**src/rtl/ysyx_22050550_scoreboard_pkg.sv**
```systemverilog
// Shared sizing defaults and constants for the ID-stage register scoreboard.
package ysyx_22050550_scoreboard_pkg;

    localparam int DEF_NR_REG = 32;
    localparam int DEF_REG_AW = 5;
    localparam int DEF_CNT_W  = 2;

    localparam logic [DEF_REG_AW-1:0] ZERO_REG = '0;

endpackage

```
**src/rtl/ysyx_22050550_sb_entry.sv**
```systemverilog
// One scoreboard cell: saturating up/down pending-write counter for a single GPR.
module ysyx_22050550_sb_entry #(
    parameter int CNT_W = 2
) (
    input  logic             clock,
    input  logic             reset,
    input  logic             inc,
    input  logic             dec,
    input  logic             flush,
    output logic [CNT_W-1:0] cnt,
    output logic             busy,
    output logic             err
);

    localparam logic [CNT_W-1:0] CNT_MAX = '1;

    logic [CNT_W-1:0] cnt_q;
    logic             up;
    logic             down;

    assign up   = inc & ~dec;
    assign down = dec & ~inc;

    // Error pulse only: the top keeps it sticky. A flushed cycle discards the event.
    assign err  = ~flush & ((down & (cnt_q == '0)) | (up & (cnt_q == CNT_MAX)));
    assign cnt  = cnt_q;
    assign busy = (cnt_q != '0);

    always_ff @(posedge clock or negedge reset) begin
        if (!reset) begin
            cnt_q <= '0;
        end else if (flush) begin
            cnt_q <= '0;
        end else if (up && (cnt_q != CNT_MAX)) begin
            cnt_q <= cnt_q + 1'b1;
        end else if (down && (cnt_q != '0)) begin
            cnt_q <= cnt_q - 1'b1;
        end
    end

endmodule

```
**src/rtl/ysyx_22050550_scoreboard.sv**
```systemverilog
// Register scoreboard: RAW/WAW issue stall, WBU bypass grant, stall statistics.
// Optional forwarding enabled by defining SCOREBOARD_FWD_EN.
module ysyx_22050550_scoreboard
    import ysyx_22050550_scoreboard_pkg::*;
#(
    parameter int NR_REG = DEF_NR_REG,
    parameter int REG_AW = DEF_REG_AW,
    parameter int CNT_W  = DEF_CNT_W
) (
    input  logic              clock,
    input  logic              reset,
    input  logic              io_IDU_valid,
    input  logic [REG_AW-1:0] io_IDU_raddr1,
    input  logic              io_IDU_ren1,
    input  logic [REG_AW-1:0] io_IDU_raddr2,
    input  logic              io_IDU_ren2,
    input  logic [REG_AW-1:0] io_IDU_waddr,
    input  logic              io_IDU_wen,
    output logic              io_IDU_stall,
    output logic              io_IDU_fire,
    output logic              io_IDU_pass1,
    output logic              io_IDU_pass2,
    input  logic              io_WBU_valid,
    input  logic [REG_AW-1:0] io_WBU_waddr,
    input  logic              io_flush,
    output logic [NR_REG-1:0] io_busy,
    output logic [31:0]       io_stall_cnt,
    output logic              io_err
);

    localparam logic [CNT_W-1:0] CNT_MAX = '1;
    localparam logic [CNT_W-1:0] CNT_ONE = CNT_W'(1);
    localparam logic [REG_AW-1:0] REG_ZERO = ZERO_REG[REG_AW-1:0];

    logic [CNT_W-1:0]  cnt [NR_REG];
    logic [NR_REG-1:0] busy_vec;
    logic [NR_REG-1:0] err_vec;

    logic haz1, haz2, fwd1, fwd2, waw;
    logic stall, fire;
    logic [31:0] stall_cnt_q;
    logic        err_q;

    // x0 is hardwired: no cell, never busy, never errors.
    assign cnt[0]      = '0;
    assign busy_vec[0] = 1'b0;
    assign err_vec[0]  = 1'b0;

    for (genvar r = 1; r < NR_REG; r++) begin : g_entry
        ysyx_22050550_sb_entry #(
            .CNT_W(CNT_W)
        ) u_entry (
            .clock(clock),
            .reset(reset),
            .inc  (fire & io_IDU_wen & (io_IDU_waddr == REG_AW'(r))),
            .dec  (io_WBU_valid & (io_WBU_waddr == REG_AW'(r))),
            .flush(io_flush),
            .cnt  (cnt[r]),
            .busy (busy_vec[r]),
            .err  (err_vec[r])
        );
    end

    always_comb begin
        haz1 = io_IDU_ren1 & busy_vec[io_IDU_raddr1];
        haz2 = io_IDU_ren2 & busy_vec[io_IDU_raddr2];
`ifdef SCOREBOARD_FWD_EN
        // Bypass is safe only when the retiring write is the last one outstanding.
        fwd1 = io_WBU_valid & (io_WBU_waddr == io_IDU_raddr1) &
               (io_IDU_raddr1 != REG_ZERO) & (cnt[io_IDU_raddr1] == CNT_ONE);
        fwd2 = io_WBU_valid & (io_WBU_waddr == io_IDU_raddr2) &
               (io_IDU_raddr2 != REG_ZERO) & (cnt[io_IDU_raddr2] == CNT_ONE);
`else
        fwd1 = 1'b0;
        fwd2 = 1'b0;
`endif
        waw   = io_IDU_wen & (io_IDU_waddr != REG_ZERO) & (cnt[io_IDU_waddr] == CNT_MAX);
        stall = io_IDU_valid & ((haz1 & ~fwd1) | (haz2 & ~fwd2) | waw);
        fire  = io_IDU_valid & ~stall;
    end

    always_ff @(posedge clock or negedge reset) begin
        if (!reset) begin
            stall_cnt_q <= '0;
            err_q       <= 1'b0;
        end else begin
            if (stall) begin
                stall_cnt_q <= stall_cnt_q + 32'd1;
            end
            if (|err_vec) begin
                err_q <= 1'b1;
            end
        end
    end

    assign io_IDU_stall = stall;
    assign io_IDU_fire  = fire;
    assign io_IDU_pass1 = io_IDU_valid & io_IDU_ren1 & (io_IDU_raddr1 != REG_ZERO) & fwd1;
    assign io_IDU_pass2 = io_IDU_valid & io_IDU_ren2 & (io_IDU_raddr2 != REG_ZERO) & fwd2;
    assign io_busy      = busy_vec;
    assign io_stall_cnt = stall_cnt_q;
    assign io_err       = err_q;

endmodule

```
**config.mk**
```make
export PLATFORM = sky130hd
export DESIGN_NAME = ysyx_22050550_scoreboard
export DESIGN_NICKNAME = d
export VERILOG_FILES = /design/src/rtl/ysyx_22050550_scoreboard_pkg.sv /design/src/rtl/ysyx_22050550_sb_entry.sv /design/src/rtl/ysyx_22050550_scoreboard.sv
export SDC_FILE = /design/constraint.sdc
export NUM_CORES = 1
export LEC_CHECK = 0
export BUFFER_PORTS_ARGS = -buffer_cell sky130_fd_sc_hd__buf_2
export CELL_PAD_IN_SITES_DETAIL_PLACEMENT = 1
export CELL_PAD_IN_SITES_GLOBAL_PLACEMENT = 1
export CORE_UTILIZATION = 40
export CTS_CLUSTER_SIZE = 25
export DETAILED_ROUTE_END_ITERATION = 7
export GPL_TIMING_DRIVEN = 1
export PLACE_DENSITY_LB_ADDON = 0.1
export SETUP_SLACK_MARGIN = 0.3
export SYNTH_ARGS = -nofsm -noshare
export SYNTH_HDL_FRONTEND = slang
export SYNTH_SLANG_ARGS = --single-unit
```
**constraint.sdc**
```tcl
create_clock -name clock -period 3 [get_ports clock]
set_input_delay 0.15 -clock clock [delete_from_list [all_inputs] [get_ports clock]]
set_output_delay 0.15 -clock clock [all_outputs]
set_load 0.05 [all_outputs]
```
==> results.sh <==
export IMPL_status="finished, violations left"
export IMPL_violations="setup timing"
export IMPL_p_sw_share_pct=36.0
export IMPL_synthArstFlopShare_pct=100
export IMPL_path_class="flip-flop to flip-flop"
export IMPL_via_per_inst=6.18
export IMPL_r2r_end="io_err"
export IMPL_first_pass_iters=5
export IMPL_cp_required_ps=3230
export IMPL_slew_viol_final=0
export IMPL_ys_flop_type="dfrtp_1"
export IMPL_crit_family="compound AO/OA/AOI/OAI gates"
export IMPL_insertion_delay_ps=370
export IMPL_die_area_um2=18500
export IMPL_cts_tree="built"
export IMPL_yosys_area_top_type="dfrtp_1"
export IMPL_root_buffer="clkbuf_16"
export IMPL_coreArea_um2=17400
export IMPL_crit_chain="or3b_1 > o211ai_1 > a21boi_1 > o311ai_2 > o311ai_2 > nor3_4 > buf_12 > buf_8 > buf_4 > a211oi_4 > a41o_1 > nor4_4 > a32oi_1"
export IMPL_netSwitchingPower_w=0.00128
export IMPL_r2r_slack_ps=-180
export IMPL_port_buffers=93
export IMPL_n_fill_cell=1995
export IMPL_die_h_um=136
export IMPL_clk_path_buf_depth=2
export IMPL_slew_headroom_pct=16.1
export IMPL_finalHoldViolations=0
export IMPL_clock_fmax_mhz=315
export IMPL_synth_edf_count=0
export IMPL_syn_area_per_cell_um2=8.23
export IMPL_start_kind="flip-flop"
export IMPL_worst_path_max_delay_cell="dfrtp_1"
export IMPL_min_period_over_period_pct=106
export IMPL_max_stage_delay_ps=430
export IMPL_syn_to_final_growth_pct=50.8
export IMPL_die_x_um=136
export IMPL_hold_depth=2
export IMPL_worstMarginPinSlew_ps=1250
export IMPL_grt_pass1_wl_mm=49.1
export IMPL_drive_above_1_share_pct=48.5
export IMPL_vdd_drop_max_mv=0.379
export IMPL_numCtsBuffers=9
export IMPL_synth_cell_types=78
export IMPL_grt_max_degree=52
export IMPL_drt_wl_total_mm=35.1
export IMPL_post_dp_hpwl_mm=25.1
export IMPL_setup_slack_ps=-177
export IMPL_h_tree_depth=3
export IMPL_first_global_vias=8417
export IMPL_ios=97
export IMPL_combPwrFrac_pct=26.7
export IMPL_antenna_found_initial=0
export IMPL_yosysMostFrequentCell="nor2_1"
export IMPL_synthesis_instances=874
export IMPL_min_period_ps=3180
export IMPL_drtAntennaViolNets=0
export IMPL_grt_ovfl_total=0
export IMPL_cp_max_fo=8
export IMPL_syn_area_um2=7200
export IMPL_synth_common_cells="nor2_1, dfrtp_1, nand2_1"
export IMPL_setup_viol=41
export IMPL_synth_area_leaders="dfrtp_1, mux4_2, nor2_1"
export IMPL_hp_class="input pin to flip-flop"
export IMPL_gp_congestion=1.05
export IMPL_start_util_pct=41.3
export IMPL_drv_cap=0
export IMPL_postLayoutCoreUtil_pct=62.3
export IMPL_track_usage_pct=35.9
export IMPL_dr_total_vias=8345
export IMPL_arrival_ps=3400
export IMPL_leakagePower_nw=5.01
export IMPL_wire_per_inst_um=26.0
export IMPL_holdCritStartpoint="io_flush"
export IMPL_power_density_nw_per_um2=328
export IMPL_worstRegToRegCells=13
export IMPL_dp_slack_ps=-333
export IMPL_synth_top_area_share_pct=33.0
export IMPL_ys_ff_latch=95
export IMPL_rr_startpoint="g_entry[5].u_entry.cnt[0]"
export IMPL_power_frac_clock_pct=34.4
export IMPL_yosysSeqAreaShare_pct=33.0
export IMPL_fp_row_count=48
export IMPL_nets=1150
export IMPL_yosysWarnings=0
export IMPL_worst_setup_path_end_kind="flip-flop"
export IMPL_cts_clk_slew_worst_paths_ps=80
export IMPL_finalSetupTns_ps=-2690
export IMPL_cpMostUsedCell="o311ai_2"
export IMPL_rsz0062_at_grt="yes"
export IMPL_finClkSkew_ps=14.0
export IMPL_cts_sinks=95
export IMPL_crit_buf_inv=3
export IMPL_hold_path_end="g_entry[30].u_entry.cnt[0]"
export IMPL_diodes=0
export IMPL_p_seq_share_pct=38.9
export IMPL_route_detailed_drc=0
export IMPL_drtIter0Drc=611
export IMPL_p_int_w=0.00228
[repair_timing]
item | in CTS | in global routing
setup endpoints to repair | 90 | 92
pin swaps | 55 | 81
setup buffers | 17 | 23
resized for setup | 176 | 142
hold endpoints to repair | 44 | 0
cloned | 1 | 0
hold buffers | 1 | 0
[per-layer routing]
metal | track usage (%) | vias to the layer above | share of wire, %
met5 | 0 | - | 0
met4 | 14.5 | 0 | 4.1
met3 | 5.89 | 100 | 6.9
met2 | 59.4 | 406 | 48
met1 | 46.3 | 4230 | 41
li1 | - | 3609 | -
[kinds of logic after synthesis]
kind of cell               share of synthesized area [%]
adders and majority gates                          0.174
and+or+nand+nor                                     26.3
other                                             0.0521
buffers and inverters                               8.81
AOI/OAI and AO/OA                                   20.1
muxes                                               6.99
DFF                                                 33.0
xor gates and xnor gates                            4.50
[cell type report]
class                   instances  area [µm²]  share of cell area [%]
clock buffers                   9         225                    2.08
clock inverters                 7        73.8                   0.680
inverters                      50         188                    1.73
well taps                     225         282                    2.59
repair buffers                303        2360                    21.7
multi-input cells             662        5340                    49.2
flip-flops and latches         95        2390                    22.0
[how the worst max path moves through the flow]
stage | start | endpoint | slack [ps] | cells past startpoint
6_report | g_entry[5].u_entry.cnt[0] | io_err | -180 | 13
5_1_grt | g_entry[5].u_entry.cnt[0] | io_err | -290 | 13
4_1_cts | g_entry[5].u_entry.cnt[0] | g_entry[30].u_entry.cnt[0] | -20 | 13
3_5_place_dp | g_entry[4].u_entry.cnt[1] | g_entry[19].u_entry.cnt[0] | -330 | 14
3_3_place_gp | g_entry[4].u_entry.cnt[1] | io_err | -240 | 11
2_1_floorplan | g_entry[1].u_entry.cnt[0] | io_err | 170 | 11
[cell usage in the layout (no fill, tap or decap), types with 6 or more instances in the layout]
cell type / n
a21oi_2: 14
nand4_1: 14
nor2_4: 19
a21oi_1: 42
nand2_4: 7
xor2_1: 10
a211oi_1: 13
o21ai_1: 7
a211oi_2: 20
buf_2: 90
and3_4: 8
xnor2_2: 13
and2_1: 11
dfrtp_2: 11
o21a_1: 13
or2_2: 7
clkbuf_16: 9
nor2_1: 80
nand2b_1: 16
xnor2_1: 14
buf_12: 8
dfrtp_1: 84
nor3_1: 17
nor2b_1: 8
nand3_4: 7
nand2_1: 63
nor2_2: 10
o21ai_2: 16
nor3_4: 6
inv_1: 49
buf_4: 158
or2_1: 7
nor3_2: 7
a31oi_1: 11
buf_6: 41
nand3_1: 23
o21ai_0: 23
and2_4: 6
mux4_2: 19
[flip-flops by register name (all words and copies together), names as in the netlist]
signal / flops
io_err: 1
g_entry.u_entry.cnt: 62
io_stall_cnt: 32
[stage by stage]
step	hold WS [ps]	total power (W)	area (µm²)	cells
2_1_floorplan	-146	0.00183	7270	876
3_3_place_gp	200	0.00210	8900	1293
3_5_place_dp	219	0.00213	8900	1293
4_1_cts	204	0.00343	10000	1328
5_1_grt	227	0.00366	10900	1351
6_report	208	0.00356	10900	1351
[power groups by stage]
stage	Sequential, W	Clock [W]	Combinational [W]
CTS	0.00137	0.00123	0.000832
floorplan	0.00151	0	0.000316
detailed placement	0.00140	0	0.000731
global placement	0.00139	0	0.000711
global route	0.00139	0.00128	0.000991
finish	0.00138	0.00122	0.000950
Power figures use the tool's default switching activity.
